==> config.mk <==
export PLATFORM = sky130hd
export DESIGN_NAME = pipe_hazard_ctrl
export DESIGN_NICKNAME = d
export VERILOG_FILES = /design/src/rtl/pipe_pkg.sv /design/src/rtl/sat_counter.sv /design/src/rtl/pipe_hazard_ctrl.sv
export SDC_FILE = /design/constraint.sdc
export NUM_CORES = 1
export LEC_CHECK = 0
export ABC_AREA = 1
export CAP_MARGIN = 20
export CORE_MARGIN = 2
export CORE_UTILIZATION = 46
export CTS_CLUSTER_SIZE = 14
export DETAILED_ROUTE_END_ITERATION = 8
export HOLD_SLACK_MARGIN = 0.15
export PLACE_DENSITY = 0.75
export SLEW_MARGIN = 0
export SYNTH_ARGS = -nofsm -noshare
export SYNTH_HDL_FRONTEND = slang
export SYNTH_SLANG_ARGS = --single-unit
==> constraint.sdc <==
create_clock -name clk -period 1.75 [get_ports clk]
set_input_delay 0.2625 -clock clk [delete_from_list [all_inputs] [get_ports clk]]
set_output_delay 0.2625 -clock clk [all_outputs]
set_load 0.005 [all_outputs]
==> src/rtl/pipe_pkg.sv <==
// rtl/pipe_pkg.sv - shared types and constants for the pipeline hazard controller
package pipe_pkg;

  localparam int REG_ADDR_W = 5;

  localparam int IF  = 0;
  localparam int ID  = 1;
  localparam int EX  = 2;
  localparam int MEM = 3;
  localparam int WB  = 4;

  typedef enum logic [1:0] {
    ST_RUN      = 2'd0,
    ST_MUL_WAIT = 2'd1,
    ST_HALT     = 2'd2
  } state_e;

endpackage

==> src/rtl/sat_counter.sv <==
// rtl/sat_counter.sv - saturating up-counter with asynchronous active-low reset
module sat_counter #(
  parameter int W = 32
) (
  input  logic         clk,
  input  logic         reset,
  input  logic         inc,
  output logic [W-1:0] value
);

  logic [W-1:0] r_value;

  always_ff @(posedge clk or negedge reset) begin
    if (!reset) begin
      r_value <= '0;
    end else if (inc && (r_value != '1)) begin
      r_value <= r_value + W'(1);
    end
  end

  assign value = r_value;

endmodule

==> src/rtl/pipe_hazard_ctrl.sv <==
// rtl/pipe_hazard_ctrl.sv - stall/flush sequencer for the 5-stage pipeline registers and PC
module pipe_hazard_ctrl
  import pipe_pkg::*;
#(
  parameter int MUL_LAT = 4,
  parameter int CNT_W   = 32
) (
  input  logic                  clk,
  input  logic                  reset,
  input  logic [REG_ADDR_W-1:0] id_rs1,
  input  logic [REG_ADDR_W-1:0] id_rs2,
  input  logic                  id_use_rs1,
  input  logic                  id_use_rs2,
  input  logic                  ex_is_load,
  input  logic [REG_ADDR_W-1:0] ex_rd,
  input  logic                  ex_mul_start,
  input  logic                  ex_redirect,
  input  logic                  dmem_req,
  input  logic                  dmem_ack,
  input  logic                  wb_ebreak,
  output logic                  en_pc,
  output logic                  en_ifid,
  output logic                  en_idex,
  output logic                  en_exmem,
  output logic                  en_memwb,
  output logic                  clr_ifid,
  output logic                  clr_idex,
  output logic                  clr_exmem,
  output logic                  mul_done,
  output logic                  halted,
  output logic [CNT_W-1:0]      stall_cycles
);

  localparam logic [3:0] MUL_LOAD = (MUL_LAT > 1) ? 4'(MUL_LAT - 2) : 4'd0;

  state_e       r_state;
  state_e       w_state_nxt;
  logic [3:0]   r_mul_cnt;
  logic [3:0]   w_mul_cnt_nxt;
  logic [WB:IF] w_en;
  logic [MEM:ID] w_clr;
  logic         w_mul_done;
  logic         w_mfreeze;
  logic         w_lu;
  logic         w_stall_inc;

  assign w_mfreeze = dmem_req & ~dmem_ack;
  assign w_lu = ex_is_load & (ex_rd != '0) &
                ((id_use_rs1 & (id_rs1 == ex_rd)) | (id_use_rs2 & (id_rs2 == ex_rd)));

  always_ff @(posedge clk or negedge reset) begin
    if (!reset) begin
      r_state   <= ST_RUN;
      r_mul_cnt <= 4'd0;
    end else begin
      r_state   <= w_state_nxt;
      r_mul_cnt <= w_mul_cnt_nxt;
    end
  end

  // Fixed priority: halt, memory freeze, multi-cycle EX, redirect, load-use.
  always_comb begin
    w_en          = '1;
    w_clr         = '0;
    w_mul_done    = 1'b0;
    w_state_nxt   = r_state;
    w_mul_cnt_nxt = r_mul_cnt;
    if (!reset) begin
      w_en  = '0;
      w_clr = '1;
    end else if (r_state == ST_HALT) begin
      w_en = '0;
    end else if (w_mfreeze) begin
      w_en = '0;
    end else if (r_state == ST_MUL_WAIT) begin
      if (r_mul_cnt != 4'd0) begin
        w_en[IF]      = 1'b0;
        w_en[ID]      = 1'b0;
        w_en[EX]      = 1'b0;
        w_clr[MEM]    = 1'b1;
        w_mul_cnt_nxt = r_mul_cnt - 4'd1;
      end else begin
        w_mul_done  = 1'b1;
        w_state_nxt = ST_RUN;
      end
    end else if (ex_mul_start && (MUL_LAT > 1)) begin
      w_en[IF]      = 1'b0;
      w_en[ID]      = 1'b0;
      w_en[EX]      = 1'b0;
      w_clr[MEM]    = 1'b1;
      w_mul_cnt_nxt = MUL_LOAD;
      w_state_nxt   = ST_MUL_WAIT;
    end else begin
      // Only reachable with ex_mul_start set when the op is single-cycle.
      w_mul_done = ex_mul_start;
      if (ex_redirect) begin
        w_clr[ID] = 1'b1;
        w_clr[EX] = 1'b1;
      end else if (w_lu) begin
        w_en[IF]  = 1'b0;
        w_en[ID]  = 1'b0;
        w_clr[EX] = 1'b1;
      end
    end
    if (reset && (r_state != ST_HALT) && !w_mfreeze && wb_ebreak) begin
      w_state_nxt = ST_HALT;
    end
  end

  assign w_stall_inc = (r_state != ST_HALT) & ~w_en[IF];

  sat_counter #(.W(CNT_W)) u_stall_cnt (
    .clk   (clk),
    .reset (reset),
    .inc   (w_stall_inc),
    .value (stall_cycles)
  );

  assign en_pc     = w_en[IF];
  assign en_ifid   = w_en[ID];
  assign en_idex   = w_en[EX];
  assign en_exmem  = w_en[MEM];
  assign en_memwb  = w_en[WB];
  assign clr_ifid  = w_clr[ID];
  assign clr_idex  = w_clr[EX];
  assign clr_exmem = w_clr[MEM];
  assign mul_done  = w_mul_done;
  assign halted    = (r_state == ST_HALT);

endmodule

Yosys cells after proc, flatten, opt, wreduce, memory -nomap -nowiden
Cells that the tools add are included.
Widths: inputs -> output; s select.

operators by class
  div/mod/pow operators = 0
  reductions and logical operators = 12
  add/sub/neg operators = 2
  bitwise operators = 11
  multipliers = 0
  muxes and demuxes = 36
  $lt $le $gt $ge = 0
  eq/ne operators = 10
  shifts and indexed selects = 0

operators by type and width
  kind                   count
  $add 32x1->32 const B  1
  $ne 32x32->1 const B   1
  $mux 2                 13
  $mux 3                 6
  $mux 1                 12
  $mux 4                 3
  $eq 5x5->1             2
  $mux 5                 2
  $reduce_and 5->1       2
  $and 1x1->1            6
  $ne 2x1->1 const B     3
  $reduce_bool 5->1      1
  $logic_and 1x1->1      4
  $not 1->1              4
  $reduce_bool 2->1      2
  $reduce_bool 4->1      1
  $sub 4x1->4 const B    1
  $ne 3x2->1 const B     1
  $reduce_bool 3->1      1
  $eq 2x1->1 const B     1
  $eq 2x2->1 const B     1
  $ne 2x2->1 const B     1
  $logic_not 1->1        1
  $or 1x1->1             1

word-level totals
  bits in latches = 0
  RAM bits = 0
  flip-flop bits (word level) = 38
  bits in read-only memories = 0
  memories kept = 0
  output and inout port bits = 42

Longest topological paths before layout
  depth after elaboration = 14
  gate-level depth with buffers = 12
  depth with buffers taken out = 11

Hierarchy
From an unflattened synthesis, not the netlist that was laid out.

second synthesis, totals
  cell total of the unflattened synthesis = 441
  area, all modules = 2831.5 um^2

by module, submodules not included
  module            area each (um^2)  cells each  instances
  sat_counter       2122.0            320         1
  pipe_hazard_ctrl  709.4             121         1

Least setup slack after synthesis
OpenSTA, ideal clock, no wires.

  kind = reg2out
  start point = reg r_state[1]
  end point = out en_pc
  data arrival time = 1.458 ns
  path slack = 0.029 ns
  required time = 1.487 ns
  stages on the path, launching flop included = 12
  path through = dfrtp_1 > inv_2 > nor2_4 > inv_4 > nand2_2 > nor2_4 > inv_2 > nor2_4 > nand2_4 > buf_2 > inv_1 > buf_4

on the way
  elaborated cells on any way between the ends = 6

RTL lines
  item                    line                    source
  start, declared         pipe_hazard_ctrl.sv:36  state_e r_state;
  start signal, assigned  pipe_hazard_ctrl.sv:56  r_state <= w_state_nxt;
  $eq 2x2->1              -
  net halted              pipe_hazard_ctrl.sv:30  output logic halted,
  $mux 5                  pipe_hazard_ctrl.sv:71  end else if (r_state == ST_HALT) begin
  $mux 5                  pipe_hazard_ctrl.sv:68  if (!reset) begin
  end, declared           pipe_hazard_ctrl.sv:21  output logic en_pc,

The timed path passes the listed nets, and every way through them passes these cells.

Worst setup path in the final report
  start point = reg r_state[1]
  end point = out en_ifid

on the way
  longest elaborated chain between the ends = 5
  elaborated cells on any way between the ends = 6

RTL lines
  item           line                    source
  $eq 2x1->1     pipe_hazard_ctrl.sv:75  end else if (r_state == ST_MUL_WAIT) begin
  $mux 3         pipe_hazard_ctrl.sv:75
  $mux 3         pipe_hazard_ctrl.sv:73  end else if (w_mfreeze) begin
  $mux 5 (*)     pipe_hazard_ctrl.sv:71
  $mux 5 (*)     pipe_hazard_ctrl.sv:68
  end, declared  pipe_hazard_ctrl.sv:22  output logic en_ifid,

Mark *: on every way between the ends. The rest lies on a longest branch, timed or not.

==> summary.txt <==
CP Class = reg2out
final setup fails = 39
Net Count, Synth = 455
Peak VDD IR = 0.000808 V
area post-placement = 3800 um2
I/O pin total = 67
HPWL after detailed placement = 6090 um
Reg area = 951 um2
Cells after DPL = 592
CTS H-tree depth = 2
#FFs+latches synth = 38
f_max = 522 MHz
Slew HR = 64.7%
die height = 82.7 um
Seq/Total Area, Yosys = 33.4%
die area = 6840 um2
Starting Density = 47.9%
Critical Path End = en_ifid
worst skew pair latency = 300 ps
fin nets = 567
clk buf depth = 2
WP data required = 1490 ps
GRT Residual Overflow = 0
Reg-to-Reg End = u_stall_cnt.value[31]
Root Buffer Master = clkbuf_8
Critical R2R Launch = r_mul_cnt[1]
share of cells above drive strength 1 = 22.6%
YS warnings = 0
cell count of the worst reg-to-reg path = 13
clk slew on worst S/H paths = 70 ps
cell taking the most area after synthesis = dfrtp_1
post-route worst setup slack = -166 ps
synth unique cells = 28
GRT Util Overall = 27.7%
setup TNS = -4870 ps
Antenna Nets Post-Route = 0
most common cell after layout, fill and taps aside = nand2_1
Clock power frac = 16.2%
final WL = 9700 um
Reg power frac = 26.7%
hold crit path type = in2async
Fin Clk Skew = 7.23 ps
r2r setup slk = -160 ps
number of remaining DRC errors = 0
critical path endpoint category = output port
first-pass GRT wire length = 14300 um
Synth Cell Area = 2850 um2
detailed-route via count = 3241
status = finished with violations
Design Area, Final = 4250 um2
period utilisation layout = 109%
max cap viols = 0
largest net degree at the start of global routing = 40
Mapped Cells = 427
TritonCTS buffer count = 5
Final Hold Fails = 0
critical path peak fanout = 3
vias per cell = 5.27
PortBufs = 66
initial antenna violation count = 0
CP Launch Type = register
worst-margin pin slew = 530 ps
non-filler instance count after layout = 615
most frequent cells in the layout = nand2_1 (154), nor2_1 (57), clkdlybuf4s50_1 (50)
filler cell count = 492
CTS tree = yes
die width = 82.7 um
Switching Fraction = 40.0%
mean post-synth cell area = 6.68 um2
vias in the first global route = 3047
Worst Path Arrival = 1650 ps
RSZ-0062 raised after global routing = true
footprint of the multi-input gates = 1760 um2
DRT iter0 DRCs = 293
DR WL/cell = 15.8 um
NetSw = 0.00161 W
max-slew violation count = 0
n_diodes = 0
LEAKAGE = 2.07 nW
P&R area growth vs syn = 49.0%
worst setup path startpoint = r_state[1]
clk sinks = 38
DR pass1 iterations = 5
Int Pwr = 0.00242 W
fin crit period = 1920 ps
area share of the largest cell type after synthesis = 33.4%
synth top area cells = dfrtp_1 (33%), nand2_1 (22%), nor2_1 (8.2%), nand4_1 (7.2%), xnor2_1 (5.2%)
core region area = 5960 um2
Cell Rows = 28
placer congestion estimate = 0.928
failing checks = setup timing
logic gate share of total power = 57.1%
Pwr Density = 949 nW/um2
## cell type report
type                       count  area share (%)
clock buffer                   7            2.03
clock inverter                 1           0.118
inverter                      42            3.89
multi-input combinational    333            41.5
sequential                    38            22.4
tap                           75            2.21
timing repair buffer         119            27.9
## synth_stat cells (all sizes together)
library cell and count:
nor3 1, o21ai 5, dfrtp 38, ha 3, o31ai 2, xor2 15, nand3 9, xnor2 17
nand4 35, a21oi 2, buf 11, inv 42, nand2 173, a31oi 1, clkbuf 3, nor2 70
## power groups by stage
stage               logic (W)  clock network [W]  registers, W
floorplan            0.000921                  0       0.00112
global placement      0.00159                  0       0.00108
detailed placement    0.00163                  0       0.00109
CTS                   0.00228           0.000651       0.00107
global route          0.00247           0.000680       0.00109
finish                0.00230           0.000654       0.00107
## worst min path at each step
stage / startpoint / endpoint / slack, ps
after floorplan: reset / r_mul_cnt[0] / -30
after global placement: reset / r_state[0] / 370
after detailed placement: reset / r_state[0] / 380
after CTS: reset / u_stall_cnt.value[3] / 60
after global routing: reset / r_state[0] / 110
final: reset / r_state[0] / 60
## flip-flops by register name, indices dropped and copies added, names as in the netlist
signal and flops:
r_state 2, r_mul_cnt 4, u_stall_cnt.value 32
## stage by stage
step	hold slack, ps	util, %	setup WS, ps	power (W)
2_1_floorplan	-33.1	-	29.2	0.00204
3_3_place_gp	366	63.8	-488	0.00267
3_5_place_dp	379	63.8	-495	0.00271
4_1_cts	60.1	69.7	-148	0.00400
5_1_grt	111	71.3	-270	0.00424
6_report	57.0	71.3	-166	0.00403
## logic make-up (layout without fill, tap and decap cells)
family / after synthesis / count (layout) / synth area share [%]
AOI/OAI and AO/OA: 10 / 10 / 1.98
adders and majority gates: 3 / 3 / 1.32
and+or+nand+nor: 288 / 288 / 44.8
xor gates and xnor gates: 32 / 32 / 9.83
DFF: 38 / 38 / 33.4
buffers and inverters: 56 / 169 / 8.69
## per-layer routing
layer  routed length [um]  track usage, %  vias to the layer above
met3                  581            4.13                       25
met2                 4780            46.4                      131
met1                 4120            36.2                     1508
li1                     -               -                     1577
met5                    0               0                        -
met4                  209            10.3                        0
## worst max-delay path, cell delays in order (launching register included)
cell and delay [ps]:
dfrtp_1 420, nor2_4 180, nand4_4 140, inv_4 100, nor2_4 50, nor2_4 110, buf_6 120, nand2_4 60
inv_4 80, buf_6 90
## timing repair
item / in CTS / in global routing
setup endpoints to repair: 41 / 41
gates cloned: 4 / 2
endpoints found under the hold margin: 38 / 38
gates resized for setup: 72 / 30
buffers inserted: 9 / 4
pin swaps: 12 / 8
Note: power is estimated with default switching activity, not from simulation.
